===== src/rtl/uart_pkg.sv =====
// Shared definitions for the UART receive buffer controller: controller states
// and receiver timing constants.
package uart_pkg;

    typedef enum logic [1:0] {
        DISABLED = 2'd0,
        RUN      = 2'd1,
        FLUSH    = 2'd2
    } state_t;

    localparam int UART_CLKS_PER_BIT = 434;
    localparam int UART_HALF_BIT     = 217;
    localparam int DROP_CNT_W        = 16;

endpackage


===== src/rtl/sync_fifo.sv =====
// Single-clock FIFO with a combinational head output, an occupancy count and a
// synchronous clear that discards the contents.
module sync_fifo #(
    parameter  int DEPTH = 16,
    parameter  int WIDTH = 8,
    localparam int AW    = $clog2(DEPTH),
    localparam int CNT_W = $clog2(DEPTH + 1)
) (
    input  logic             clk,
    input  logic             reset,
    input  logic             clear,
    input  logic             wr_en,
    input  logic [WIDTH-1:0] din,
    input  logic             rd_en,
    output logic [WIDTH-1:0] dout,
    output logic [CNT_W-1:0] count
);

    logic [WIDTH-1:0] mem [DEPTH];
    logic [AW-1:0]    wr_ptr;
    logic [AW-1:0]    rd_ptr;

    always_ff @(posedge clk) begin
        if (wr_en && !clear) begin
            mem[wr_ptr] <= din;
        end
    end

    assign dout = mem[rd_ptr];

    // Pointers are exactly log2(DEPTH) bits, so they wrap without compare logic.
    always_ff @(posedge clk or negedge reset) begin
        if (!reset) begin
            wr_ptr <= '0;
            rd_ptr <= '0;
            count  <= '0;
        end else if (clear) begin
            wr_ptr <= '0;
            rd_ptr <= '0;
            count  <= '0;
        end else begin
            if (wr_en) begin
                wr_ptr <= wr_ptr + 1'b1;
            end
            if (rd_en) begin
                rd_ptr <= rd_ptr + 1'b1;
            end
            case ({wr_en, rd_en})
                2'b10:   count <= count + 1'b1;
                2'b01:   count <= count - 1'b1;
                default: count <= count;
            endcase
        end
    end

endmodule


===== src/rtl/uart_rx_buffer_ctrl.sv =====
// Sits between the UART byte receiver and the CPU: gates the receiver, buffers
// bytes, serves CPU reads and reports overrun, drop count and line-idle events.
module uart_rx_buffer_ctrl
    import uart_pkg::*;
#(
    parameter  int DEPTH       = 16,
    parameter  int IDLE_CYCLES = 4340,
    localparam int CNT_W       = $clog2(DEPTH + 1)
) (
    input  logic                  clk,
    input  logic                  reset,
    input  logic                  enable,
    input  logic                  flush,
    input  logic                  rx_valid,
    input  logic [7:0]            rx_data,
    output logic                  rx_hold,
    input  logic                  rd_req,
    output logic [7:0]            rd_data,
    output logic                  rd_valid,
    output logic [CNT_W-1:0]      count,
    output logic                  empty,
    output logic                  full,
    output logic                  overrun,
    input  logic                  overrun_clr,
    output logic [DROP_CNT_W-1:0] drop_count,
    output logic                  idle_pulse
);

    localparam int IDLE_W = $clog2(IDLE_CYCLES + 1);

    state_t            state;
    state_t            state_nxt;
    logic              rd_en;
    logic              wr_en;
    logic              drop;
    logic [7:0]        fifo_dout;
    logic              idle_armed;
    logic [IDLE_W-1:0] idle_cnt;

    function automatic logic [DROP_CNT_W-1:0] sat_inc(input logic [DROP_CNT_W-1:0] v);
        return (v == '1) ? v : v + 1'b1;
    endfunction

    assign empty = (count == '0);
    assign full  = (count == CNT_W'(DEPTH));

    assign state_nxt = flush ? FLUSH : (enable ? RUN : DISABLED);

    // A flush pulse discards everything, so it also suppresses same-cycle traffic.
    assign rd_en = rd_req && !empty && (state != FLUSH) && !flush;
    assign wr_en = (state == RUN) && !flush && rx_valid && (!full || rd_en);
    assign drop  = (state == RUN) && !flush && rx_valid && full && !rd_en;

    sync_fifo #(
        .DEPTH (DEPTH),
        .WIDTH (8)
    ) u_fifo (
        .clk   (clk),
        .reset (reset),
        .clear (flush),
        .wr_en (wr_en),
        .din   (rx_data),
        .rd_en (rd_en),
        .dout  (fifo_dout),
        .count (count)
    );

    always_ff @(posedge clk or negedge reset) begin
        if (!reset) begin
            state   <= DISABLED;
            rx_hold <= 1'b1;
        end else begin
            state   <= state_nxt;
            rx_hold <= (state_nxt != RUN);
        end
    end

    always_ff @(posedge clk or negedge reset) begin
        if (!reset) begin
            rd_data  <= '0;
            rd_valid <= 1'b0;
        end else begin
            rd_valid <= rd_en;
            if (rd_en) begin
                rd_data <= fifo_dout;
            end
        end
    end

    // Drop sets overrun even when a clear arrives in the same cycle.
    always_ff @(posedge clk or negedge reset) begin
        if (!reset) begin
            overrun    <= 1'b0;
            drop_count <= '0;
        end else if (drop) begin
            overrun    <= 1'b1;
            drop_count <= sat_inc(drop_count);
        end else if (overrun_clr) begin
            overrun    <= 1'b0;
        end
    end

    always_ff @(posedge clk or negedge reset) begin
        if (!reset) begin
            idle_armed <= 1'b0;
            idle_cnt   <= '0;
            idle_pulse <= 1'b0;
        end else if (state_nxt != RUN) begin
            idle_armed <= 1'b0;
            idle_cnt   <= '0;
            idle_pulse <= 1'b0;
        end else if (wr_en) begin
            idle_armed <= 1'b1;
            idle_cnt   <= '0;
            idle_pulse <= 1'b0;
        end else if (idle_armed && (state == RUN)) begin
            if (idle_cnt == IDLE_W'(IDLE_CYCLES - 1)) begin
                idle_armed <= 1'b0;
                idle_cnt   <= '0;
                idle_pulse <= 1'b1;
            end else begin
                idle_cnt   <= idle_cnt + 1'b1;
                idle_pulse <= 1'b0;
            end
        end else begin
            idle_pulse <= 1'b0;
        end
    end

endmodule


===== config.mk =====
export PLATFORM = sky130hd
export DESIGN_NAME = uart_rx_buffer_ctrl
export DESIGN_NICKNAME = d
export VERILOG_FILES = /design/src/rtl/uart_pkg.sv /design/src/rtl/sync_fifo.sv /design/src/rtl/uart_rx_buffer_ctrl.sv
export SDC_FILE = /design/constraint.sdc
export NUM_CORES = 1
export LEC_CHECK = 0
export ABC_CLOCK_PERIOD_IN_PS = 2890
export BUFFER_PORTS_ARGS = -buffer_cell sky130_fd_sc_hd__buf_4
export CELL_PAD_IN_SITES_DETAIL_PLACEMENT = 1
export CELL_PAD_IN_SITES_GLOBAL_PLACEMENT = 2
export CORE_MARGIN = 5
export CORE_UTILIZATION = 38
export CTS_CLUSTER_DIAMETER = 60
export DETAILED_ROUTE_END_ITERATION = 7
export PLACE_DENSITY_LB_ADDON = 0.2
export SLEW_MARGIN = 20
export SYNTH_ARGS = -nofsm -noshare
export SYNTH_HDL_FRONTEND = slang
export SYNTH_SLANG_ARGS = --single-unit

===== constraint.sdc =====
create_clock -name clk -period 2.89 [get_ports clk]
set_input_delay 0.578 -clock clk [delete_from_list [all_inputs] [get_ports clk]]
set_output_delay 0.578 -clock clk [all_outputs]
set_load 0.02 [all_outputs]

==> results of run 1 <==
-- worst paths after layout --
path / slack [ns] / cells past startpoint / to / from
setup / recovery: 0.26 / 12 / u_fifo.count[4] / u_fifo.count[0]
min in group clk: 0.37 / 2 / rx_hold / enable
hold reg to reg: 0.49 / 2 / rd_data[5] / rd_data[5]
setup reg to reg: 0.26 / 12 / u_fifo.count[4] / u_fifo.count[0]
hold / removal: 0.23 / 1 / drop_count[4] / reset
max in group asynchronous: 2.09 / 1 / u_fifo.rd_ptr[0] / reset
-- per-layer routing --
layer  share of wire  vias up  global-route usage
li1                -     2004                   -
met1            0.46     2269               0.206
met2            0.50       46               0.253
met3           0.025       11              0.0319
met4          0.0089        0              0.0373
met5               0        -                   0
-- flip-flops by register name, indices dropped and copies added, names as in the netlist --
register       cells
rd_data            8
idle_pulse         1
u_fifo.mem       128
drop_count        16
idle_cnt          13
u_fifo.rd_ptr      4
overrun            1
u_fifo.count       5
rx_hold            1
u_fifo.wr_ptr      4
state              2
rd_valid           1
idle_armed         1
-- worst reg2reg max path: cells and delay by family, from the launching register on --
| kind | cells | cell delay (ns) |
|---|---|---|
| buf+inv | 2 | 0.14 |
| compound gates | 4 | 0.58 |
| fa+ha+maj | 1 | 0.33 |
| simple gates | 5 | 1.05 |
| flops | 1 | 0.46 |
-- final cells by class --
type / instances / share of cell area
repair buffers: 59 / 0.0517
clock buffers: 18 / 0.0474
flip-flops and latches: 185 / 0.582
well taps: 270 / 0.0373
clock inverters: 14 / 0.0137
inverters: 10 / 0.00414
multi-input cells: 279 / 0.264
-- power groups by stage --
stage / clock (mW) / sequential (mW) / combinational, mW
CTS: 2.27 / 2.97 / 0.601
finish: 2.23 / 2.97 / 0.586
global route: 2.40 / 2.98 / 0.644
global placement: 0 / 3.03 / 0.593
detailed placement: 0 / 3.03 / 0.597
floorplan: 0 / 3.05 / 0.309
-- cells by family (layout without fill, tap and decap cells) --
kind of cell,after synthesis,after routing
flops,185,185
simple gates,152,152
mux,50,50
compound gates,35,35
xor+xnor,31,31
buf+inv,30,101
fa+ha+maj,11,11
-- metrics by stage --
stage / hold WS [ns] / power, mW / utilization / instance area, sq um / setup slack, ns
floorplan: 0.282 / 3.36 / - / 7790 / 0.000715
global placement: 0.466 / 3.62 / 0.420 / 8510 / 0.350
detailed placement: 0.478 / 3.63 / 0.420 / 8510 / 0.224
CTS: 0.260 / 5.85 / 0.448 / 9060 / 0.240
global route: 0.289 / 6.03 / 0.448 / 9060 / 0.0420
finish: 0.226 / 5.78 / 0.448 / 9060 / 0.256
-- placed cells by master, fill, tap and decap left out, types with 10 or more instances in the layout --
| cell | instances |
|---|---|
| sky130_fd_sc_hd__inv_1 | 10 |
| sky130_fd_sc_hd__clkbuf_16 | 17 |
| sky130_fd_sc_hd__edfxtp_1 | 128 |
| sky130_fd_sc_hd__mux4_2 | 32 |
| sky130_fd_sc_hd__nand2_1 | 31 |
| sky130_fd_sc_hd__ha_1 | 10 |
| sky130_fd_sc_hd__xnor2_1 | 15 |
| sky130_fd_sc_hd__xor2_1 | 16 |
| sky130_fd_sc_hd__nand3_1 | 12 |
| sky130_fd_sc_hd__nor2_1 | 39 |
| sky130_fd_sc_hd__and2_1 | 10 |
| sky130_fd_sc_hd__dfrtp_1 | 54 |
| sky130_fd_sc_hd__mux2i_1 | 16 |
| sky130_fd_sc_hd__a21oi_1 | 11 |
| sky130_fd_sc_hd__buf_4 | 57 |
| sky130_fd_sc_hd__nand4_1 | 11 |
| sky130_fd_sc_hd__nor3_1 | 11 |
==> impl_metrics.csv, run 1 <==
group,metric,value,unit
clocking,htree_levels,4,
critical_path,worst_path_max_delay_cell,"sky130_fd_sc_hd__dfrtp_1",
floorplan,design.die.area,0.0235,sq mm
power_and_ir_drop,seqPwrFrac,0.514,
synthesis,postSynthNetCount,520,
finish,num-fill-cells,1997,
finish,finalNetCount,578,
synthesis,synth-compound-area-share,0.0333,
sta,report.final.slew_viol_count,0,
power_and_ir_drop,power.internal,4.31,mW
critical_path,critical_path.cell_chain,"nor4_4, a211oi_2, nand2b_1, inv_1, nand2_1, inv_1, ha_1, nand2b_1, a21oi_1, or4_1, a21o_1, a31oi_1",
run_status,outcome,"finished clean",
synthesis,yosysSeqAreaShare,0.677,
floorplan,starting_density,0.385,
global_routing,grt_pass1_vias,4704,
global_routing,overflow_left_after_global_routing,0,
floorplan,core.rowCount,52,
floorplan,io-pin-count,50,
clocking,cts.reportedPaths.clkPinSlew,0.07,ns
power_and_ir_drop,power.clock.fraction,0.385,
sta,grt_setup_unrepaired,"false",
clocking,postCtsSetupRepairBufs,0,
global_routing,antenna_found_initial,0,
place,placed_cells_incl_taps,803,
synthesis,syn_avg_cell_area,15.8,sq um
synthesis,ys.flop_type,"sky130_fd_sc_hd__edfxtp_1",
sta,fmax,380,MHz
critical_path,critical_path_class,"reg2reg",
clocking,cts.repair.resized,0,
synthesis,synth.top_cells.by_count,"sky130_fd_sc_hd__edfxtp_1, sky130_fd_sc_hd__dfrtp_1, sky130_fd_sc_hd__nor2_1",
global_routing,grt_max_degree,58,
critical_path,critical_path.endpoint_type,"register",
clocking,number_of_clock_sinks,185,
synthesis,ys_warn_count,0,
detailed_routing,ant_nets,0,
critical_path,buffering_stage_count_on_the_worst_path_with_inverters_included,2,
synthesis,dominant_combinational_cell_family_by_area_after_synthesis,"multiplexers",
finish,reg_area,0.00527,sq mm
clocking,max-clock-path-buffers,2,
critical_path,startpoint_kind_of_the_worst_setup_timing_path,"register",
detailed_routing,first_iter_violations,254,
detailed_routing,routedWlPerCell,20.4,microns
place,buffer_ports.inserted,49,
synthesis,synth-adder-area-share,0.0186,
power_and_ir_drop,comb_power_share,0.101,
synthesis,netlist_top_cells_area,"sky130_fd_sc_hd__edfxtp_1, sky130_fd_sc_hd__dfrtp_1, sky130_fd_sc_hd__mux4_2, sky130_fd_sc_hd__mux2i_1, sky130_fd_sc_hd__nor2_1",
sta,setup_viol_count_final,0,
finish,multi_input_area,0.00239,sq mm
place,routabilityCongestion,0.781,
clocking,cts_tree,"built",
sta,timing_worst_slew_pin_value,0.791,ns
power_and_ir_drop,netSwitchingPower,1.47,mW
detailed_routing,wl,17.0,mm
sta,hold_viol,0,
global_routing,wire_length_of_the_first_global_routing_pass,27.6,mm
floorplan,die_h,153,microns
finish,post_route_cells_drive_above_1_share,0.241,
synthesis,proportion_of_synthesized_flip_flops_having_asynchronous_set_or_reset,0.308,
finish,area_delta_synth_final,16.3,%
synthesis,yosys.cell_types.count,46,
sta,totalNegativeSetupSlack,0,ns
finish,final_cell_count_no_fill,835,
sta,finalCritPeriodShare,0.912,
power_and_ir_drop,p_sw_frac,0.255,
clocking,worstSkewPairLatency,0.43,ns
clocking,holdBufCountCts,0,
synthesis,syn_inst,494,
sta,final_period_minus_worst_setup_slack,2.63,ns
synthesis,synth_top_cell_by_area,"sky130_fd_sc_hd__edfxtp_1",
power_and_ir_drop,cellLeakagePower,3.28,nW
place,post-dp-hpwl,11.6,mm
clocking,numCtsBuffers,17,
synthesis,synth_edf_count,128,
floorplan,die_w,153,microns
sta,finalClockSkew,0.00977,ns
worst_hold_path,hold_class,"in2async",
synthesis,yosys.cell_count.top_type,"sky130_fd_sc_hd__edfxtp_1",
power_and_ir_drop,vdd.ir_drop.worst,0.000382,V
critical_path,critPathRequiredTime,3.23,ns
flow_run,max_cap_violations,0,
synthesis,yosys_register_bits,185,
critical_path,cp_data_arrival_time,2.98,ns
synthesis,synth_simple_gate_area_frac,0.104,
clocking,cts_root_buf,"sky130_fd_sc_hd__clkbuf_16",
detailed_routing,via_count,4330,
detailed_routing,first_pass_iters,6,
floorplan,floorplan.core_area,0.0202,sq mm
detailed_routing,drt-vias-per-instance,5.19,
critical_path,critical-path-max-stage-delay,0.46,ns
critical_path,critPathTopFamily,"simple AND/OR/NAND/NOR gates",
critical_path,largest_fanout_of_any_net_on_the_critical_path,5,
sta,slew_headroom,0.473,
synthesis,post_synth_mux_area_share,0.116,
synthesis,post_synth_xor_area_fraction,0.0349,
detailed_routing,drc,0,
synthesis,post-synth-top-area-fraction,0.494,
finish,antenna-diode-count,0,
global_routing,grt.total_usage,0.152,
power_and_ir_drop,powerDensity,638,mW/mm^2
synthesis,synth_cell_area,0.00779,sq mm
(Power assumes the default switching activity.)
==> run 2: changes to the inputs <==
==> constraint.sdc (replaced) <==
create_clock -name clk -period 2.89 [get_ports clk]
set_input_delay 0.4335 -clock clk [delete_from_list [all_inputs] [get_ports clk]]
set_output_delay 0.4335 -clock clk [all_outputs]
set_load 0.02 [all_outputs]
==> impl_metrics.csv, run 2 (synthesis gave the netlist of run 1 again) <==
group,metric,value,unit
clocking,cts_tree,"built",
finish,finalNetCount,580,
global_routing,grt_pass1_vias,4824,
sta,finalCritPeriodShare,0.944,
detailed_routing,first_iter_violations,213,
floorplan,die_w,153,microns
place,placed_cells_incl_taps,804,
worst_hold_path,hold_class,"in2async",
clocking,cts_root_buf,"sky130_fd_sc_hd__clkbuf_16",
finish,final_cell_count_no_fill,837,
detailed_routing,wl,16.9,mm
power_and_ir_drop,cellLeakagePower,3.30,nW
finish,top_register,"u_fifo.mem",
sta,timing_worst_slew_pin_value,0.795,ns
clocking,cts.repair.resized,0,
critical_path,critPathRequiredTime,3.24,ns
detailed_routing,ant_nets,0,
power_and_ir_drop,power.clock.fraction,0.394,
flow_run,max_cap_violations,0,
critical_path,critical_path_class,"reg2reg",
critical_path,critical_path.endpoint_type,"register",
power_and_ir_drop,vdd.ir_drop.worst,0.000444,V
finish,layout.cells.most_common_list,"sky130_fd_sc_hd__edfxtp_1, sky130_fd_sc_hd__buf_4, sky130_fd_sc_hd__dfrtp_1",
floorplan,io-pin-count,50,
global_routing,antenna_found_initial,0,
run_status,outcome,"finished clean",
clocking,cts.reportedPaths.clkPinSlew,0.07,ns
global_routing,grt_max_degree,58,
power_and_ir_drop,power.internal,4.35,mW
global_routing,wire_length_of_the_first_global_routing_pass,27.2,mm
global_routing,overflow_left_after_global_routing,0,
clocking,number_of_clock_sinks,185,
sta,setup_viol_count_final,0,
sta,report.final.slew_viol_count,0,
clocking,numCtsBuffers,17,
finish,final_area,0.00911,sq mm
clocking,htree_levels,4,
sta,slew_headroom,0.470,
place,buffer_ports.inserted,49,
detailed_routing,via_count,4344,
sta,grt_setup_unrepaired,"false",
power_and_ir_drop,netSwitchingPower,1.53,mW
sta,finalClockSkew,0.0104,ns
floorplan,design.die.area,0.0235,sq mm
finish,final_common_cell,"sky130_fd_sc_hd__edfxtp_1",
clocking,max-clock-path-buffers,2,
floorplan,starting_density,0.385,
critical_path,startpoint_kind_of_the_worst_setup_timing_path,"register",
place,routabilityCongestion,0.741,
finish,antenna-diode-count,0,
finish,reg_area,0.00527,sq mm
sta,hold_viol,0,
floorplan,floorplan.core_area,0.0202,sq mm
place,dpl-instance-area,0.00850,sq mm
sta,fmax,367,MHz
power_and_ir_drop,comb_power_share,0.103,
finish,top_regs,"u_fifo.mem x128, drop_count x16, idle_cnt x13",
floorplan,die_h,153,microns
finish,area_delta_synth_final,17.0,%
detailed_routing,drc,0,
critical_path,cp_data_arrival_time,3.08,ns
sta,final_period_minus_worst_setup_slack,2.73,ns
critical_path,largest_fanout_of_any_net_on_the_critical_path,4,
finish,flip_flop_count_of_the_largest_register_after_layout,128,
finish,num-fill-cells,2005,
detailed_routing,routedWlPerCell,20.2,microns
finish,post_route_cells_drive_above_1_share,0.247,
detailed_routing,first_pass_iters,4,
detailed_routing,drt-vias-per-instance,5.19,
floorplan,core.rowCount,52,
power_and_ir_drop,p_sw_frac,0.260,
finish,multi_input_area,0.00239,sq mm
power_and_ir_drop,powerDensity,644,mW/mm^2
clocking,worstSkewPairLatency,0.44,ns
place,post-dp-hpwl,11.5,mm
global_routing,grt.total_usage,0.151,
power_and_ir_drop,total_power,5.87,mW
sta,totalNegativeSetupSlack,0,ns
power_and_ir_drop,seqPwrFrac,0.503,
## run 2: cell count changes in the layout (fill, tap and decap cells not counted), sizes merged
cell / previous run / this run
buf: 59 / 61
clkbuf: 18 / 17
clkinv: 3 / 8
inv: 20 / 16
## run 2: cell type report
class	instances	area share
Sequential cell	185	0.579
Multi-Input combinational cell	279	0.262
Timing Repair Buffer	61	0.0516
Clock buffer	17	0.0467
Tap cell	270	0.0371
Clock inverter	15	0.0195
Inverter	10	0.00412
## run 2: power by group through the flow
stage	sequential, mW	combinational [mW]	clock, mW
after floorplan	3.05	0.309	0
after global placement	3.01	0.598	0
after detailed placement	3.02	0.613	0
after CTS	2.96	0.615	2.38
after global routing	2.97	0.654	2.49
final	2.96	0.602	2.31
## run 2: what timing repair did
| action | in CTS | in global routing |
|---|---|---|
| endpoints found under the setup margin | 0 | 1 |
| buffers inserted | 0 | 1 |
| hold buffers | 0 | 0 |
## run 2: through the flow
stage / setup WS, ns / hold slack, ns / utilization
floorplan: 0.000715 / 0.138 / -
global placement: 0.240 / 0.463 / 0.420
detailed placement: 0.0680 / 0.475 / 0.420
CTS: 0.0265 / 0.109 / 0.450
global route: 0.00842 / 0.145 / 0.450
finish: 0.163 / 0.0790 / 0.450
## run 2: worst max-delay path, cell delays in order, from the launching register on
cell and delay, ns:
sky130_fd_sc_hd__dfrtp_2 0.45, sky130_fd_sc_hd__nor4_4 0.33, sky130_fd_sc_hd__a211oi_2 0.15, sky130_fd_sc_hd__nand2b_1 0.11, sky130_fd_sc_hd__inv_1 0.09, sky130_fd_sc_hd__nand2_1 0.10
sky130_fd_sc_hd__inv_1 0.09, sky130_fd_sc_hd__ha_1 0.32, sky130_fd_sc_hd__nor2_1 0.14, sky130_fd_sc_hd__a21oi_1 0.10, sky130_fd_sc_hd__or4_1 0.42, sky130_fd_sc_hd__a21o_1 0.19
sky130_fd_sc_hd__a31oi_1 0.16
## run 2: final timing paths
path	start	endpoint	slack, ns	depth (start not counted)
max	u_fifo.count[2]	u_fifo.count[4]	0.16	12
min in group clk	enable	rx_hold	0.21	2
min	reset	drop_count[1]	0.08	1
min reg2reg	rd_data[0]	rd_data[0]	0.49	2
max reg2reg	u_fifo.count[2]	u_fifo.count[4]	0.16	12
max in group asynchronous	reset	u_fifo.rd_ptr[0]	2.24	1
## run 2: layer usage
layer,GRT usage,part of all wire,vias up
met5,0,0,-
li1,-,-,2017
met3,0.0280,0.033,17
met2,0.262,0.52,70
met1,0.192,0.43,2240
met4,0.0471,0.013,0
